===== src/rtl/pipeline_hazard_ctrl.sv =====
`default_nettype none
// ============================================================================
// Module   : pipeline_hazard_ctrl
// Purpose  : Stall/flush scheduler for a five-stage pipeline. It decides each
//            cycle which pipeline registers capture, flush or bubble, based on
//            load-use hazards, taken branches resolved in EX and multi-cycle
//            data-memory accesses. It also keeps saturating stall and flush
//            performance counters.
// Ports    : clk, reset (async, active-high)
//            Rn_ID, Rm_ID, usesRn_ID, usesRm_ID   - ID-stage operand info
//            memRead_EX, regWrite_EX              - EX-stage load / dest reg
//            branchTaken_EX                       - taken branch in EX
//            memAccess_MEM                        - load/store in MEM
//            pc_en .. memwb_en                    - register capture enables
//            ifid_flush, idex_bubble, memwb_bubble - NOP / bubble controls
//            stall_count, flush_count             - saturating counters
// Revision : 1.0 - initial release
// ============================================================================
module pipeline_hazard_ctrl #(
    parameter int MEM_WAIT = 2,
    parameter int CNT_W    = 32
) (
    input  logic             clk,
    input  logic             reset,
    input  logic [4:0]       Rn_ID,
    input  logic [4:0]       Rm_ID,
    input  logic             usesRn_ID,
    input  logic             usesRm_ID,
    input  logic             memRead_EX,
    input  logic [4:0]       regWrite_EX,
    input  logic             branchTaken_EX,
    input  logic             memAccess_MEM,
    output logic             pc_en,
    output logic             ifid_en,
    output logic             idex_en,
    output logic             exmem_en,
    output logic             memwb_en,
    output logic             ifid_flush,
    output logic             idex_bubble,
    output logic             memwb_bubble,
    output logic [CNT_W-1:0] stall_count,
    output logic [CNT_W-1:0] flush_count
);

    // The wait counter only ever needs to hold MEM_WAIT-1; keep at least one
    // bit so the design still elaborates when MEM_WAIT is 0 or 1.
    localparam int                    c_CNT_BITS = (MEM_WAIT > 1) ? $clog2(MEM_WAIT) : 1;
    localparam logic [c_CNT_BITS-1:0] c_CNT_INIT = c_CNT_BITS'((MEM_WAIT > 0) ? (MEM_WAIT - 1) : 0);
    localparam logic [c_CNT_BITS-1:0] c_CNT_ONE  = c_CNT_BITS'(1);
    localparam logic [CNT_W-1:0]      c_CTR_ONE  = CNT_W'(1);
    localparam logic [CNT_W-1:0]      c_CTR_MAX  = '1;
    localparam bit                    c_HAS_WAIT = (MEM_WAIT > 0);
    localparam logic [4:0]            c_XZR      = 5'd31;

    typedef enum logic [0:0] {
        RUN  = 1'b0,
        WAIT = 1'b1
    } state_t;

    state_t                r_state;
    state_t                w_state_next;
    logic [c_CNT_BITS-1:0] r_cnt;
    logic [c_CNT_BITS-1:0] w_cnt_next;
    logic                  w_lu;
    logic                  w_memstall;
    logic [CNT_W-1:0]      r_stall_count;
    logic [CNT_W-1:0]      r_flush_count;

    // X31 reads as zero, so a load targeting it never creates a dependency.
    assign w_lu = memRead_EX && (regWrite_EX != c_XZR) &&
                  ((usesRn_ID && (Rn_ID == regWrite_EX)) ||
                   (usesRm_ID && (Rm_ID == regWrite_EX)));

    // The WAIT cycle with cnt==0 is the release cycle and is not a stall.
    assign w_memstall = ((r_state == RUN) && memAccess_MEM && c_HAS_WAIT) ||
                        ((r_state == WAIT) && (r_cnt != '0));

    always_ff @(posedge clk or posedge reset) begin
        if (reset) begin
            r_state <= RUN;
            r_cnt   <= '0;
        end else begin
            r_state <= w_state_next;
            r_cnt   <= w_cnt_next;
        end
    end

    always_comb begin
        w_state_next = r_state;
        w_cnt_next   = r_cnt;
        case (r_state)
            RUN: begin
                if (memAccess_MEM && c_HAS_WAIT) begin
                    w_state_next = WAIT;
                    w_cnt_next   = c_CNT_INIT;
                end
            end
            WAIT: begin
                if (r_cnt != '0) begin
                    w_cnt_next = r_cnt - c_CNT_ONE;
                end else begin
                    // Release cycle: a memAccess_MEM seen here belongs to the
                    // instruction being released, so it is not re-armed.
                    w_state_next = RUN;
                end
            end
            default: begin
                w_state_next = RUN;
                w_cnt_next   = '0;
            end
        endcase
    end

    // Stage controls: memstall > branch flush > load-use > normal. While reset
    // is asserted the pipeline is left free-running with no squashing.
    always_comb begin
        pc_en        = 1'b1;
        ifid_en      = 1'b1;
        idex_en      = 1'b1;
        exmem_en     = 1'b1;
        memwb_en     = 1'b1;
        ifid_flush   = 1'b0;
        idex_bubble  = 1'b0;
        memwb_bubble = 1'b0;
        if (!reset) begin
            if (w_memstall) begin
                // Front of the pipe frozen; MEM/WB drains a bubble so the
                // stalled access is not written back twice.
                pc_en        = 1'b0;
                ifid_en      = 1'b0;
                idex_en      = 1'b0;
                exmem_en     = 1'b0;
                memwb_bubble = 1'b1;
            end else if (branchTaken_EX) begin
                // Squashes the instructions in IF and ID, which also kills
                // any load-use dependency of the ID instruction.
                ifid_flush  = 1'b1;
                idex_bubble = 1'b1;
            end else if (w_lu) begin
                pc_en       = 1'b0;
                ifid_en     = 1'b0;
                idex_bubble = 1'b1;
            end
        end
    end

    always_ff @(posedge clk or posedge reset) begin
        if (reset) begin
            r_stall_count <= '0;
            r_flush_count <= '0;
        end else begin
            if (!pc_en && (r_stall_count != c_CTR_MAX)) begin
                r_stall_count <= r_stall_count + c_CTR_ONE;
            end
            if (ifid_flush && (r_flush_count != c_CTR_MAX)) begin
                r_flush_count <= r_flush_count + c_CTR_ONE;
            end
        end
    end

    assign stall_count = r_stall_count;
    assign flush_count = r_flush_count;

endmodule
`default_nettype wire


===== config.mk =====
export PLATFORM = sky130hd
export DESIGN_NAME = pipeline_hazard_ctrl
export DESIGN_NICKNAME = d
export VERILOG_FILES = /design/src/rtl/pipeline_hazard_ctrl.sv
export SDC_FILE = /design/constraint.sdc
export NUM_CORES = 1
export LEC_CHECK = 0
export CORE_ASPECT_RATIO = 1.1
export CORE_MARGIN = 5
export CORE_UTILIZATION = 52
export DETAILED_ROUTE_END_ITERATION = 8
export MAX_ROUTING_LAYER = met4
export PLACE_DENSITY = 0.91
export SLEW_MARGIN = 20
export SYNTH_ARGS = -nofsm -noshare
export SYNTH_HDL_FRONTEND = slang
export SYNTH_SLANG_ARGS = --single-unit

===== constraint.sdc =====
create_clock -name clk -period 6.11 [get_ports clk]
set_input_delay 1.5275 -clock clk [delete_from_list [all_inputs] [get_ports clk]]
set_output_delay 1.5275 -clock clk [all_outputs]
set_load 0.05 [all_outputs]

# Word-level counts from Yosys, hierarchy flattened
# Cells that the tools add are included.
dict set report op_classes {
  n_addsub 3
  n_eq_ne 6
  mux 21
  bitwise_logic 1
  n_reduce_logical 11
}
# operator n
set op_table {}
lappend op_table {{32-bit by 1-bit adder with 32-bit output (second input constant)} 2}
lappend op_table {{32-bit != test (second input constant)} 2}
lappend op_table {{1-bit two-way mux} 19}
lappend op_table {{5-bit equality test} 2}
lappend op_table {{1-bit logical AND} 8}
lappend op_table {{5-bit != test (second input constant)} 1}
lappend op_table {{1-bit one-hot mux with 2 select lines} 2}
lappend op_table {{1-bit logical OR} 2}
lappend op_table {{2-bit != test (second input constant)} 1}
lappend op_table {{1-bit zero test} 1}
lappend op_table {{1-bit inverter} 1}
lappend op_table {{1-bit subtractor (second input constant)} 1}
dict set report word_totals {
  register_bits 66
  in_bits 22
  out_inout_bits 72
  wordCells 46
}

# Longest topological paths before layout
# Gate-level depths: netlist of run 1.
dict set report logic_depth {
  ltp_word 10
  mapped_depth 9
  depth_no_buf 8
}

# Worst setup path before layout of run 1
# Ideal clock, no wire load.
dict set report synth_timing {
  kind {input to output}
  start {in reset}
  end {out pc_en}
  arrival_time_ps 5301
  t_required_ps 4582
  setup_slack_ps -718
  stages 5
  n_path_buf 1
  path_cell_list {inv_1 -> nand2_1 -> inv_1 -> a31oi_1 -> buf_4}
}
dict set report synth_via {
  elab_chain_len 1
}
# element line
set synth_rtl {}
lappend synth_rtl {{start: declaration} 24} ;# input logic reset,
lappend synth_rtl {{1-bit two-way mux} -}
lappend synth_rtl {{end: declaration} 33} ;# output logic pc_en,
# Every way passes these cells.

# Worst setup path after layout of run 1
dict set report layout_timing {
  start {in regWrite_EX[4]}
  end {out idex_bubble}
}
dict set report layout_via {
  elab_chain_len 8
  word_cells_on_any_way 12
  cone_classes {eq/ne (3); mux (4); reduce/logical (5)}
}
# element line
set layout_rtl {}
lappend layout_rtl {{start: declaration} 30} ;# input logic [4:0] regWrite_EX,
lappend layout_rtl {{5-bit equality test, on equally long branches} {71, 72}}
lappend layout_rtl {{1-bit logical AND, on equally long branches} {71, 72}}
lappend layout_rtl {{1-bit logical OR} 71} ;# ((usesRn_ID && (Rn_ID == regWrite_EX)) ||
lappend layout_rtl {{1-bit logical AND *} 70} ;# assign w_lu = memRead_EX && (regWrite_EX != c_XZR) &&
lappend layout_rtl {{1-bit two-way mux *} 139} ;# end else if (w_lu) begin
lappend layout_rtl {{1-bit two-way mux *} 134} ;# end else if (branchTaken_EX) begin
lappend layout_rtl {{1-bit two-way mux *} 126} ;# if (w_memstall) begin
lappend layout_rtl {{1-bit two-way mux *} 125} ;# if (!reset) begin
lappend layout_rtl {{end: declaration} 39} ;# output logic idex_bubble,
# Every way passes the cells marked *; elsewhere a longest branch is shown, timed or not.

==> results.md, run 1 <==
* LEAKAGE at 0.00203 µW
* CTS HTree Levels at 3
* Die Span Y at 94.0 µm
* Total Power at 1190 µW
* Core area at 6190 µm²
* Power Density at 265 nW/µm²
* Top FF cell, synth: dfrtp_1
* Slew margin rel. at 0.394
* Top cell type's share of synthesized area at 0.496
* Vias/cell at 5.47
* Post-layout min period at 5.36 ns
* Delay-heaviest family, CP: buffers and inverters
* Clk slew on worst S/H paths at 0.06 ns
* Area Growth Syn to Fin at 35.3%
* DR WL/cell at 15.7 µm
* Number of global-route vias before repair at 2830
* Post-CTS setup buffers at 0
* Crit path kind: in -> out
* Max rail drop VDD at 0.000242 V
* Area leader, netlist: dfrtp_1
* Status: completed
* First-pass GRT wire length at 13500 µm
* Synth top cells by count: dfrtp_1 (66), xor2_1 (35), xnor2_1 (34)
* YS warnings at 0
* Placed Area at 4340 µm²
* Synth Register Bits at 66
* Maximum clock skew at final layout at 0.00897 ns
* GP Congestion at 0.822
* # port buffers at 92
* Max_cap viols at 0
* Worst path bufs/invs at 2
* Most common cell on crit path: clkdlybuf4s50_1
* DRC Markers at 0
* CP Max Fanout at 3
* Synth top area cells: dfrtp_1 (50%), xor2_1 (9.2%), xnor2_1 (8.9%)
* Design area at 4510 µm²
* Final Instance Count excl. Fillers at 512
* Share of flip-flops with an asynchronous set or reset at 1.00
* CTS tree: built
* Initial antenna violation count at 0
* Share of post-route cells with drive strength above 1 at 0.0741
* Placed Cells at 496
* Worst Tran Pin Value at 0.907 ns
* Critical Path RT at 4.58 ns
* RSZ-0062 raised after global routing: false
* Setup_tns at 0 ns
* Grt total ovfl at 0
* CP Capture Type: primary output
* Final setup vio count at 0
* Largest net degree at the start of global routing at 46
* Antenna viol nets, final at 0
* Startpoint Class: input pin
* Worst Path Arrival at 3.83 ns
* Post_cts resized at 0
* Routed vias at 2800
* Initial DRT Pass Iterations at 4
* Nets at 451
* F_max at 187 MHz
* Final Hold Vio Count at 0
* Syn_area_per_cell at 10.0 µm²
* Syn_nets at 356
* Total track usage at 0.214
* Syn Std Cell Area at 3330 µm²
* Ports at 94
* Worst skew pair latency at 0.33 ns
* CTS root buf: clkbuf_8
* Crit-path max cell delay at 0.83 ns
* DP HPWL at 6020 µm
* Fin crit share at 0.877
* # hold bufs at CTS at 0
* Seq/Total Area, Yosys at 0.496
* Critical path's slowest cell: clkdlybuf4s50_1
* Die Area at 8110 µm²
* Final wirelength at 8050 µm
* Number of cells produced by synthesis at 332
* Die width at 86.3 µm
* CTS Buf Count at 9
* Initial Util at 0.538
* Drt initial violations at 189
* Post-synth cell types at 39
* Most common cell in the synthesized netlist: dfrtp_1
* Worst hold path class: reg -> reg
* Post-synth EDFFs at 0
* CP Cell Sequence: clkdlybuf4s50_1 > xnor2_1 > nand4_1 > o22ai_1 > a21oi_1 > nor3_1 > clkdlybuf4s50_1
* Ant. Diodes at 0
* Num rows at 30
* Max Transition Viols Final at 0
* Max Buffers Root-to-Sink at 2
* Sink Count at 66
## report_power, final
| part | internal (µW) | switching, µW | total [µW] | leakage, µW |
|---|---|---|---|---|
| clock | 157 | 156 | 313 | 0.0000872 |
| combinational | 127 | 231 | 358 | 0.00108 |
| sequential | 474 | 48.7 | 522 | 0.000867 |
| total | 757 | 436 | 1190 | 0.00203 |
## layout make-up
cell class / instances / area, µm²
fillers: 455 / 1690
clock buffers: 13 / 149
multi-input cells: 242 / 1590
repair buffers: 93 / 938
inverters: 15 / 60.1
flip-flops and latches: 66 / 1650
clock inverters: 3 / 15.0
well taps: 80 / 100
## placed cells by master (no fill, tap or decap), types with 10 or more instances in the layout
master           instances
nor3_1                  15
nand3_1                 27
clkbuf_8                10
nor2_1                  28
dfrtp_1                 66
inv_1                   14
clkdlybuf4s50_1         86
nand2_1                 29
xnor2_1                 34
nand4_1                 17
xor2_1                  35
## state kept, by name, summed over array words and instances, names as in the netlist
signal       flops
flush_count     32
stall_count     32
r_cnt            1
r_state          1
## through the flow
| stage | setup slack, ns | util | hold slack (ns) |
|---|---|---|---|
| 3_5_place_dp | 0.752 | 0.701 | 0.447 |
| 4_1_cts | 0.742 | 0.728 | 0.455 |
| 3_3_place_gp | 0.897 | 0.701 | 0.435 |
| 2_1_floorplan | 0.275 | - | 0.424 |
| 6_report | 0.749 | 0.728 | 0.457 |
| 5_1_grt | 0.635 | 0.728 | 0.485 |
## logic make-up (layout without fill, tap and decap cells)
family	after synthesis	after routing	share of synthesized area
fa+ha+maj	2	2	0.00751
mux	4	4	0.0131
simple gates	153	153	0.240
compound gates	13	13	0.0300
buf+inv	24	124	0.0312
flops	66	66	0.496
xor+xnor	69	69	0.181
other cells	1	1	0.00113
## final timing paths
path                            slack [ns]             from         endpoint  depth (start not counted)
max in group asynchronous             3.55            reset  flush_count[11]                          3
worst max register to register        3.52  stall_count[25]   stall_count[1]                          5
worst min-delay path                  0.46          r_state            r_cnt                          1
worst max-delay path                  0.75   regWrite_EX[4]      idex_bubble                          7
min in group asynchronous             1.64            reset  stall_count[30]                          2
worst min register to register        0.46          r_state            r_cnt                          1
## routing by layer
layer	track usage	part of all wire	vias up
met5	-	0	-
met4	0.0740	0.019	0
met3	0.0500	0.063	15
met2	0.342	0.49	91
met1	0.266	0.43	1362
li1	-	-	1332
## worst register-to-register path, cell delays in order (launching register included)
cell     delay, ns
dfrtp_1       0.45
nand4_1       0.20
nor4_1        0.52
nand3_1       0.21
nand3_1       0.68
mux2_2        0.42
Note: power is estimated with default switching activity, not from simulation.
==> run 2: changes to the inputs <==
- CORE_ASPECT_RATIO: 1.1 -> 0.8
- CORE_UTILIZATION: 52 -> 65
- DONT_BUFFER_PORTS: default -> 1
- PLACE_DENSITY: 0.91 -> 0.86
==> results.md, run 2 (synthesis results as in run 1) <==
* First-pass GRT wire length at 12500 µm
* # port buffers at 0
* Max_cap viols at 0
* F_max at 222 MHz
* Core area at 4980 µm²
* Grt total ovfl at 0
* Worst Tran Pin Value at 0.893 ns
* CP Cell Sequence: xnor2_1 > nand4_1 > o22ai_1 > a21oi_1 > nor3_2
* Die Span Y at 74.0 µm
* CTS root buf: clkbuf_8
* Share of post-route cells with drive strength above 1 at 0.0848
* Nets at 361
* Clk slew on worst S/H paths at 0.07 ns
* Max rail drop VDD at 0.000246 V
* Die width at 90.0 µm
* Critical path's slowest cell: nor3_2
* Post-Place Worst Slack at 1.60 ns
* Initial Util at 0.669
* Initial DRT Pass Iterations at 4
* Startpoint Class: input pin
* CP Capture Type: primary output
* Fin crit share at 0.737
* FF/Latch Area at 1650 µm²
* Most frequent cells in the layout: dfrtp_1 (66), xor2_1 (35), xnor2_1 (34), nand2_1 (29), nor2_1 (28)
* Total track usage at 0.241
* Sink Count at 66
* RSZ-0062 raised after global routing: false
* Initial antenna violation count at 0
* Area Growth Syn to Fin at 7.29%
* LEAKAGE at 0.00169 µW
* Routed vias at 2472
* GP Congestion at 0.824
* Final wirelength at 7190 µm
* Power Density at 306 nW/µm²
* Post-layout min period at 4.51 ns
* # hold bufs at CTS at 0
* Vias/cell at 6.12
* Worst skew pair latency at 0.33 ns
* DP HPWL at 5480 µm
* Ant. Diodes at 0
* CTS Buf Count at 9
* Post_cts resized at 0
* Total Power at 1090 µW
* DR WL/cell at 17.8 µm
* Num rows at 23
* Area of the multi-input gates at 1600 µm²
* Number of global-route vias before repair at 2467
* Final Hold Vio Count at 0
* Crit path kind: in -> out
* Most common cell after layout, fill and taps aside: dfrtp_1
* CP Max Fanout at 3
* Ports at 94
* Drt initial violations at 87
* Setup_tns at 0 ns
* Critical Path RT at 4.58 ns
* Antenna viol nets, final at 0
* Hold slack at 0.452 ns
* Setup ws final at 1.60 ns
* CTS HTree Levels at 3
* Final setup vio count at 0
* Max Transition Viols Final at 0
* Maximum clock skew at final layout at 0.00716 ns
* # fillers at 387
* Worst hold path class: reg -> reg
* Crit-path max cell delay at 0.68 ns
* Post-CTS setup buffers at 0
* Slew margin rel. at 0.403
* Largest net degree at the start of global routing at 68
* CTS tree: built
* DRC Markers at 0
* Core Util, Final at 0.718
* Worst Path Arrival at 2.98 ns
* Status: completed
* Max Buffers Root-to-Sink at 2
* Die Area at 6670 µm²
run 2: cell types whose count changed in the layout (fill, tap and decap cells not counted):
cell | previous run | this run
clkdlybuf4s50_1 | 86 | 0
buf_12 | 2 | 0
buf_4 | 5 | 3
nor3_1 | 15 | 14
nor3_2 | 0 | 1
run 2: power breakdown:
| group | internal (µW) | switching [µW] |
|---|---|---|
| registers | 471 | 162 |
| clock network | 157 | 150 |
| logic | 51.4 | 103 |
run 2: path summary, 6_finish.rpt:
path	start	to	slack, ns	cells past startpoint
max	regWrite_EX[4]	idex_bubble	1.60	5
min	r_state	r_cnt	0.45	1
max reg2reg	stall_count[25]	stall_count[1]	3.20	5
min reg2reg	r_state	r_cnt	0.45	1
max in group asynchronous	reset	stall_count[22]	4.21	2
min in group asynchronous	reset	flush_count[30]	1.35	2
run 2: final cells by class:
class / instances / area share
well taps: 62 / 0.0217
clock buffers: 13 / 0.0417
inverters: 15 / 0.0168
multi-input cells: 242 / 0.447
clock inverters: 3 / 0.00420
repair buffers: 3 / 0.00630
flip-flops and latches: 66 / 0.462
run 2: metal layers:
metal,global-route usage,up-vias,share of wire
met5,-,-,0
met4,0.0777,0,0.013
met3,0.0920,9,0.084
met2,0.381,99,0.48
met1,0.289,1202,0.42
li1,-,1162,-
run 2: metrics by stage:
stage,cells,cell area [µm²]
after floorplan,332,3350
after global placement,388,3410
after detailed placement,388,3410
after CTS,404,3570
after global routing,404,3570
final,404,3570
run 2: worst max-delay path, delay by kind of cell:
| family | cells | cell delay (ns) |
|---|---|---|
| AO/OA/AOI/OAI | 2 | 0.47 |
| AND/OR/NAND/NOR | 2 | 0.82 |
| XOR/XNOR | 1 | 0.15 |
==> run 3: changes to the inputs <==
- CORE_UTILIZATION: 65 -> 63
- PLACE_DENSITY: 0.86 -> 0.84
- clock period: 6.11 -> 4.19 ns (I/O delays scaled with it)
==> results.md, run 3 (synthesis results as in run 1) <==
* Initial antenna violation count at 0
* Hold path depth at 1
* Placed Cells at 388
* CP Capture Type: primary output
* Area Growth Syn to Fin at 8.56%
* DRC Markers at 0
* Max rail drop VDD at 0.000415 V
* F_max at 285 MHz
* Worst Min Path Start: r_state
* # port buffers at 0
* # hold bufs at CTS at 0
* CP Max Fanout at 11
* Final wirelength at 7000 µm
* Most frequent cells in the layout: dfrtp_1 (66), xor2_1 (35), xnor2_1 (34), nand2_1 (29), nor2_1 (28)
* Routed vias at 2419
* Antenna viol nets, final at 0
* Max Transition Viols Final at 0
* Final Instance Count excl. Fillers at 404
* Largest net degree at the start of global routing at 67
* CTS root buf: clkbuf_8
* CTS tree: built
* Fin crit share at 0.838
* Startpoint Class: input pin
* R2r endpoint: stall_count[1]
* CTS Buf Count at 9
* RSZ-0062 raised after global routing: false
* GP Congestion at 0.815
* Area of the multi-input gates at 1610 µm²
* Status: completed
* Share of post-route cells with drive strength above 1 at 0.0819
* Total track usage at 0.221
* Worst Tran Pin Value at 0.985 ns
* Max Buffers Root-to-Sink at 2
* Initial Util at 0.658
* Worst skew pair latency at 0.34 ns
* Power Density at 465 nW/µm²
* Die Span Y at 75.0 µm
* R2R setup slack at 1.24 ns
* First-pass GRT wire length at 11600 µm
* DP HPWL at 5140 µm
* LEAKAGE at 0.00171 µW
* Sink Count at 66
* Number of global-route vias before repair at 2329
* Ant. Diodes at 0
* Final Hold Vio Count at 0
* Die width at 91.3 µm
* Die Area at 6850 µm²
* DR WL/cell at 17.3 µm
* Grt total ovfl at 0
* Nets at 361
* Hold Crit Endpoint: r_cnt
* Worst Path Arrival at 2.46 ns
* R2R Path Start: stall_count[25]
* Final setup vio count at 0
* Post-layout min period at 3.51 ns
* Most common cell after layout, fill and taps aside: dfrtp_1
* Setup_tns at 0 ns
* Drt initial violations at 104
* CTS HTree Levels at 3
* Ports at 94
* Critical Path RT at 3.14 ns
* Core area at 5060 µm²
* FF/Latch Area at 1650 µm²
* Reg2reg path depth at 5
* Crit path kind: in -> out
* Vias/cell at 5.99
* Post-CTS setup buffers at 0
* Num rows at 23
* Post_cts resized at 0
* Clk slew on worst S/H paths at 0.06 ns
* Max_cap viols at 0
* Slew margin rel. at 0.343
* Total Power at 1680 µW
* Maximum clock skew at final layout at 0.00899 ns
* # fillers at 387
* Initial DRT Pass Iterations at 4
* Worst hold path class: reg -> reg
==> run 3: cell count changes in the layout (fill, tap and decap cells not counted), sizes merged <==
cell / previous run / this run
clkinv: 3 / 1
clkbuf: 13 / 14
bufinv: 0 / 1
==> run 3: worst max path at each step <==
stage | startpoint | end | slack [ns] | cells after the start
after floorplan | reset | pc_en | -0.45 | 5
after global placement | memAccess_MEM | ifid_en | 0.71 | 5
after detailed placement | memAccess_MEM | stall_count[14] | 0.67 | 9
after CTS | memAccess_MEM | ifid_en | 0.67 | 5
after global routing | memAccess_MEM | ifid_en | 0.56 | 5
final | memAccess_MEM | ifid_en | 0.68 | 5
==> run 3: metal layers <==
layer,up-vias,GRT usage,wire length [µm]
met4,0,0.0586,72
met5,-,-,0
met2,98,0.326,3210
li1,1157,-,-
met3,8,0.0869,667
met1,1156,0.288,3060
==> run 3: power breakdown <==
group          internal (µW)  switching (µW)  total, µW
combinational           75.3             149        225
clock                    307             225        532
sequential               686             238        924
==> run 3: area by class of cell <==
type,instances,share of cell area
well taps,62,0.0214
flip-flops and latches,66,0.457
inverters,15,0.0166
clock buffers,14,0.0450
multi-input cells,242,0.444
clock inverters,2,0.00969
repair buffers,3,0.00623
==> run 3: stage by stage <==
stage          hold slack, ns  area, µm²  worst slack, ns  utilization
3_3_place_gp            0.444       3420            0.706        0.675
2_1_floorplan           0.424       3370           -0.448            -
5_1_grt                 0.492       3620            0.558        0.714
3_5_place_dp            0.456       3420            0.668        0.675
4_1_cts                 0.464       3620            0.673        0.714
6_report                0.465       3620            0.678        0.714
==> run 3: critical path, cell delays in order <==
cell and delay, ns:
mux2i_1 0.15, inv_1 0.15, nand2_8 0.21, inv_1 0.11, a31oi_4 0.79
